[src/rtl/seg7_scan.sv]
// Four-digit multiplexed hex display driver with frame snapshot and anti-ghost blanking.
// Optional leading-zero blanking is enabled by defining SEG7_LZB_EN.
module seg7_scan #(
  parameter int REFRESH_DIV = 50000,
  parameter int BLANK_CYC   = 16,
  parameter int ACTIVE_LOW  = 1
) (
  input  logic        clk,
  input  logic        clr,
  input  logic        en,
  input  logic [15:0] data,
  input  logic [3:0]  dp_in,
  output logic [3:0]  an,
  output logic [6:0]  seg,
  output logic        dp,
  output logic        frame
);

  localparam int CNT_W = (REFRESH_DIV > 2) ? $clog2(REFRESH_DIV) : 1;
  localparam logic [CNT_W-1:0] DIV_LAST = CNT_W'(REFRESH_DIV - 1);
  localparam logic [CNT_W-1:0] BLANK_C  = CNT_W'(BLANK_CYC);
  localparam logic             INV      = (ACTIVE_LOW != 0);

  typedef enum logic {BLANK, SHOW} slot_t;

  logic [CNT_W-1:0] cnt;
  logic [1:0]       idx;
  logic [15:0]      snap;
  logic [3:0]       dp_snap;

  function automatic logic [6:0] hex7(input logic [3:0] n);
    case (n)
      4'h0: hex7 = 7'h3F;  4'h1: hex7 = 7'h06;  4'h2: hex7 = 7'h5B;  4'h3: hex7 = 7'h4F;
      4'h4: hex7 = 7'h66;  4'h5: hex7 = 7'h6D;  4'h6: hex7 = 7'h7D;  4'h7: hex7 = 7'h07;
      4'h8: hex7 = 7'h7F;  4'h9: hex7 = 7'h6F;  4'hA: hex7 = 7'h77;  4'hB: hex7 = 7'h7C;
      4'hC: hex7 = 7'h39;  4'hD: hex7 = 7'h5E;  4'hE: hex7 = 7'h79;  default: hex7 = 7'h71;
    endcase
  endfunction

  logic        frame_start_p0;
  logic [15:0] nibs_p0;
  logic [3:0]  dps_p0;
  logic [3:0]  nib_p0;
  slot_t       slot_p0;
  logic        vis_p0;
  logic        on_p0;
  logic [3:0]  an_p0;
  logic [6:0]  seg_p0;
  logic        dp_p0;

  // Stage p0: decode current (idx, cnt) into active-high display drive
  always_comb begin
    frame_start_p0 = en && (idx == 2'd0) && (cnt == '0);
    // A frame-start slot must already see the incoming word if it is not blanked.
    nibs_p0 = frame_start_p0 ? data  : snap;
    dps_p0  = frame_start_p0 ? dp_in : dp_snap;
    nib_p0  = nibs_p0[{idx, 2'b00} +: 4];
    slot_p0 = (cnt < BLANK_C) ? BLANK : SHOW;
`ifdef SEG7_LZB_EN
    vis_p0 = 1'b1;
    for (int j = 1; j < 4; j++) begin
      if (idx == 2'(j))
        vis_p0 = 1'b0;
    end
    for (int j = 1; j < 4; j++) begin
      if ((2'(j) >= idx) && ((nibs_p0[4*j +: 4] != 4'h0) || dps_p0[j]))
        vis_p0 = 1'b1;
    end
`else
    vis_p0 = 1'b1;
`endif
    on_p0  = (slot_p0 == SHOW) && vis_p0;
    an_p0  = on_p0 ? (4'b0001 << idx) : 4'b0000;
    seg_p0 = on_p0 ? hex7(nib_p0) : 7'h00;
    dp_p0  = on_p0 && dps_p0[idx];
  end

  // Stage p1: registered outputs and scan state
  always_ff @(posedge clk) begin
    if (clr) begin
      cnt     <= '0;
      idx     <= 2'd0;
      snap    <= 16'h0000;
      dp_snap <= 4'h0;
      an      <= {4{INV}};
      seg     <= {7{INV}};
      dp      <= INV;
      frame   <= 1'b0;
    end else if (!en) begin
      an      <= {4{INV}};
      seg     <= {7{INV}};
      dp      <= INV;
      frame   <= 1'b0;
    end else begin
      an      <= an_p0  ^ {4{INV}};
      seg     <= seg_p0 ^ {7{INV}};
      dp      <= dp_p0  ^ INV;
      frame   <= frame_start_p0;
      if (frame_start_p0) begin
        snap    <= data;
        dp_snap <= dp_in;
      end
      if (cnt == DIV_LAST) begin
        cnt <= '0;
        idx <= idx + 2'd1;
      end else begin
        cnt <= cnt + 1'b1;
      end
    end
  end

endmodule

[config.mk]
export PLATFORM = sky130hd
export DESIGN_NAME = seg7_scan
export DESIGN_NICKNAME = d
export VERILOG_FILES = /design/src/rtl/seg7_scan.sv
export SDC_FILE = /design/constraint.sdc
export NUM_CORES = 1
export LEC_CHECK = 0
export ABC_AREA = 1
export BUFFER_PORTS_ARGS = -buffer_cell sky130_fd_sc_hd__buf_4
export CORE_ASPECT_RATIO = 1.4
export CORE_MARGIN = 8
export CORE_UTILIZATION = 60
export CTS_BUF_LIST = sky130_fd_sc_hd__clkbuf_8
export CTS_CLUSTER_DIAMETER = 120
export DETAILED_ROUTE_END_ITERATION = 8
export PLACE_DENSITY = 0.82
export SYNTH_ARGS = -nofsm -noshare
export SYNTH_HDL_FRONTEND = slang
export SYNTH_SLANG_ARGS = --single-unit
[constraint.sdc]
create_clock -name clk -period 3.5 [get_ports clk]
set_input_delay 0.7 -clock clk [delete_from_list [all_inputs] [get_ports clk]]
set_output_delay 0.7 -clock clk [all_outputs]
set_load 0.005 [all_outputs]
After elaboration in Yosys (flattened, before gate mapping):

Memories as Yosys holds them, arrays and structs flattened.
Index checks and enable logic that the tools add are counted.

* flip-flop bits (word level): 51
* memory bits (read-only): 112
* bits of input ports: 23
* output and inout port bits: 13
* word-level logic and storage cells: 35
* memories: 1

Memories
* (no name shown): depth 16, bits a word 7, rd ports 1, clocked after Yosys merged registers in 0, wr ports 0, line 32 `case (n)`

* add/sub/neg operators: 2
* magnitude comparators: 2
* equal/unequal tests: 1
* shift-type cells: 2
* mux-type cells: 8
* bitwise logic cells: 4
* reductions and logical operators: 7

Operator list (count)
* 16-bit two-way mux: 2
* 16-bit by 1-bit adder with 16-bit output (second input constant): 1
* 16-bit == test (second input constant): 1
* 16-bit zero test: 1
* 16-bit by 5-bit < comparator with 1-bit output (second input constant): 1
* 16-bit by 5-bit variable part select with 4-bit output: 1
* 4-bit two-way mux: 2
* 7-bit two-way mux: 1
* 7-bit NOT: 1
* 4-bit NOT: 1
* 1-bit by 2-bit left shift with 4-bit output (first input constant): 1
* 1-bit logical AND: 3
* 2-bit by 3-bit < comparator with 1-bit output (second input constant): 1
* 2-bit by 1-bit adder with 2-bit output (second input constant): 1
* 1-bit binary-select mux with 2-bit select: 1
* 2-bit zero test: 1
* 1-bit two-way mux: 2
* 1-bit NOT: 2
* 2-bit AND reduction: 1
* 2-bit OR reduction: 1

Depth between registers and ports, before layout:

* depth after elaboration: 8
* depth in mapped cells: 19

Worst setup path before layout:

Ideal clock, no wire load.

* path kind: register to register
* start: register idx[1]
* end: register seg[0]
* arrival time: 2.348 ns
* path slack: 1.015 ns
* cell stages (with the launch flop): 20
* path buffers: 2
* period minus slack after synthesis: 2.485 ns
* path through: dfxtp_1 buf_2 clkinv_1 ha_1 nand2_1 nor2_1 nand2_2 nor2_4 nand2_4 buf_6 nand2_1 nand3_1 nand3_1 nand2_2 inv_2 ha_1 inv_1 nand3_1 nand3_1 nand3_1

* longest elaborated chain between the ends: 8

RTL lines
* start: declaration: line 27 `logic [1:0] idx;`
* start signal: assignment: line 105 `idx <= idx + 2'd1;`
* 2-bit zero test: line 53 `frame_start_p0 = en && (idx == 2'd0) && (cnt == '0);`
* 1-bit logical AND (2 in series): line 53
* 16-bit two-way mux
* 16-bit by 5-bit variable part select with 4-bit output (*): line 57 `nib_p0 = nibs_p0[{idx, 2'b00} +: 4];`
* memory read 16 x 7 bit (*)
* 7-bit two-way mux (*): line 74 `seg_p0 = on_p0 ? hex7(nib_p0) : 7'h00;`
* 7-bit NOT (no line) (*)
* end signal: assignment: line 86 `seg <= {7{INV}};`
* end signal: assignment: line 91 `seg <= {7{INV}};`
* end signal: assignment: line 96 `seg <= seg_p0 ^ {7{INV}};`
* end: declaration: line 14 `output logic [6:0] seg,`

Every way passes the cells marked *; elsewhere a longest branch is shown, timed or not.
A chain may end at the register's enable or synchronous reset.

Worst setup path after layout:

* start: register idx[0]
* end: register seg[0]

The elaborated chain is that of the path after synthesis.

==> metrics.csv <==
metric,value,unit
Final Wtd Congestion,0.948,
worst-skew pair later-pin latency,0.30,ns
DRT Pass-1 Iters,4,
"Core Util, Final",70.9,%
IO Count,36,
vias in the first global route,2461,
Worst Path Buf+Inv,3,
run status,"finished, final reports clean",
max-slew violations,0,
crit path time final,2.65,ns
Synth Flop Type,dfxtp_1,
placed instance area,0.00316,mm2
first-pass GRT wire length,10.2,mm
vias after detailed routing,2521,
Post-Synthesis Cells,389,
Inserted Diodes,0,
setup TNS,0,ns
RSZ-0062 raised after global routing,no,
Worst R2R Path Depth,17,
syn nets,424,
Ys Warns,0,
worst-margin pin slew,0.738,ns
maximum fanout along the worst path,15,
hold path startpoint,snap[11],
Rel. slew slack,50.6,%
DRC Markers,0,
GR Util All Layers,17.3,%
crit path kind,reg -> reg,
final setup vio count,0,
routed length per instance,12.3,um
"flops & latches, synth",51,
initial antenna violation count,0,
reg-to-reg endpoint,seg[0],
sequential area share after synthesis,35.8,%
Clock Path Buffers,2,
clk sinks,51,
Critical Path End Type,flop,
die area,0.00725,mm2
# H-tree levels,2,
Die Wd,74.3,um
Post-DRT Antenna Nets,0,
CP max stage delay,0.30,ns
cts bufs inserted,5,
WHS Endpoint,snap[11],
largest net degree at the start of global routing,27,
initial DRC count,135,
Worst EP required,3.66,ns
most frequent CP cell,nand3_1,
max-cap viol count,0,
"CP delay by family, top",simple AND/OR/NAND/NOR gates,
Worst EP arrival,2.81,ns
pwr/cell area,361,mW/mm2
hold buffers post-CTS,0,
Vias per Instance,5.16,
drt total wl,6.00,mm
core area,0.00457,mm2
Worst Skew,0.00596,ns
post-synthesis async set-or-reset flop share,0,%
initial core utilization,62.4,%
CP Launch Type,flop,
post-route cell area,0.00324,mm2
CTS resizes,0,
reg2reg start,idx[0],
hold crit path type,reg -> reg,
row cnt,29,
Syn Area/Cell,7.33,um2
Hold WS,0.491,ns
CTS clock-pin slew for the worst setup and hold paths,0.09,ns
WHS Path Cells,2,
Final #Nets,461,
CTS tree,built,
Clock Tree Root,clkbuf_8,
Worst path slowest cell,dfxtp_1,
fraction of the cycle the final worst path needs,75.7,%
Area Overhead vs Synth,13.6,%
pre-CTS setup slack,0.864,ns
count of different cell masters after synthesis,37,
worst ir drop on vdd,274,uV
Hold Fails Final Rpt,0,
input/output buffers,35,
global route overflow,0,
Worst setup startpoint,idx[0],
final total power,1.17,mW
post-DP HPWL,4.57,mm
# Post-CTS Setup Buffers,0,
Max Clock Freq,377,MHz
R2R setup slack,0.85,ns
setup ws final,0.849,ns
Die H,97.6,um
Finished Layout Cells,489,
Leakage,1.50,nW
mapped cell area,0.00285,mm2
placed cells,481,
share of cells above drive strength 1,23.0,%
number of flops mapped to enable cells by yosys,0,
ordered cell list for the critical path,"buf_4, inv_1, ha_1, nand2_1, nor2_1, nand2_2, nor2_4, nand2_4, nand2_1, nand3_1, nand3_1, nand2_2, ha_1, inv_1, nand3_1, nand3_1, nand3_1",
-- power by group --
part	switching [mW]	internal (mW)	total, mW
combinational	0.152	0.0888	0.240
sequential	0.00855	0.605	0.613
clock	0.180	0.135	0.315
-- cell families after synthesis --
group,synth area share [%]
AO/OA/AOI/OAI,5.18
XOR/XNOR,0.614
adder cells (fa/ha/maj),5.27
buffers and inverters,8.56
flip-flops,35.8
AND/OR/NAND/NOR,44.6
-- metal layers --
metal  vias to the layer above  track usage, %  wire (um)
li1                       1312               -          -
met2                        59            30.2       3110
met3                        12            3.51        254
met1                      1138            18.7       2480
met5                         -               0          0
met4                         0            8.48        163
-- cell usage after synthesis, types with 2 or more instances --
library cell | number | area (um2)
a21oi_1 | 10 | 50.1
nand4_1 | 4 | 25.0
ha_1 | 12 | 150
nand2_2 | 18 | 113
nand2_4 | 6 | 67.6
inv_2 | 5 | 18.8
a211oi_1 | 2 | 15.0
nand3b_1 | 7 | 52.6
dfxtp_1 | 51 | 1020
nor3_1 | 6 | 30.0
buf_6 | 3 | 33.8
nand3_2 | 7 | 70.1
clkinv_1 | 2 | 7.51
buf_2 | 2 | 10.0
clkbuf_1 | 3 | 11.3
nand3_1 | 46 | 230
nor2_1 | 46 | 173
inv_1 | 40 | 150
nand3_4 | 2 | 35.0
or2_0 | 4 | 25.0
nand2_1 | 80 | 300
nor2_2 | 5 | 31.3
o21ai_0 | 10 | 50.1
nor2_4 | 5 | 56.3
-- sequential cells by signal, indices dropped and copies added, names as in the netlist --
register  flops
seg           7
snap         16
idx           2
dp            1
an            4
dp_snap       4
cnt          16
frame         1
-- tightest hold or removal path, cell delays in order, from the launching register on --
cell,delay (ns)
dfxtp_1,0.33
nand2_4,0.07
a21oi_1,0.05
-- layout make-up --
| type | instances | area (um2) |
|---|---|---|
| repair buffers | 39 | 293 |
| well taps | 62 | 77.6 |
| flip-flops and latches | 51 | 1020 |
| clock buffers | 5 | 68.8 |
| inverters | 48 | 181 |
| clock inverters | 3 | 12.5 |
| multi-input cells | 281 | 1590 |
| fillers | 402 | 1330 |
-- layout by cell type, fill, tap and decap left out, types with 2 or more instances in the layout --
cell      synthesis  layout
nand2_4           6       6
nand4_1           4       4
a211oi_1          2       2
inv_1            40      42
clkbuf_8          0       5
o21ai_0          10      10
nand3b_1          7       7
nor2_2            5       5
nand2_1          80      80
nand2_2          18      18
nand3_2           7       7
or2_0             4       4
a21oi_1          10      10
inv_2             5       5
clkinv_2          1       2
nor2_1           46      46
ha_1             12      12
nor3_1            6       6
clkinv_1          2       2
nor2_4            5       5
nand3_1          46      46
nand3_4           2       2
dfxtp_1          51      51
buf_4             1      39
-- worst max path at each step --
| stage | endpoint | slack [ns] | cells after the start |
|---|---|---|---|
| CTS | seg[0] | 0.83 | 17 |
| detailed placement | seg[0] | 0.86 | 15 |
| global placement | seg[3] | 0.95 | 16 |
| global route | seg[3] | 0.53 | 16 |
| finish | seg[0] | 0.85 | 17 |
| floorplan | seg[0] | 1.02 | 19 |
(Power assumes the default switching activity.)
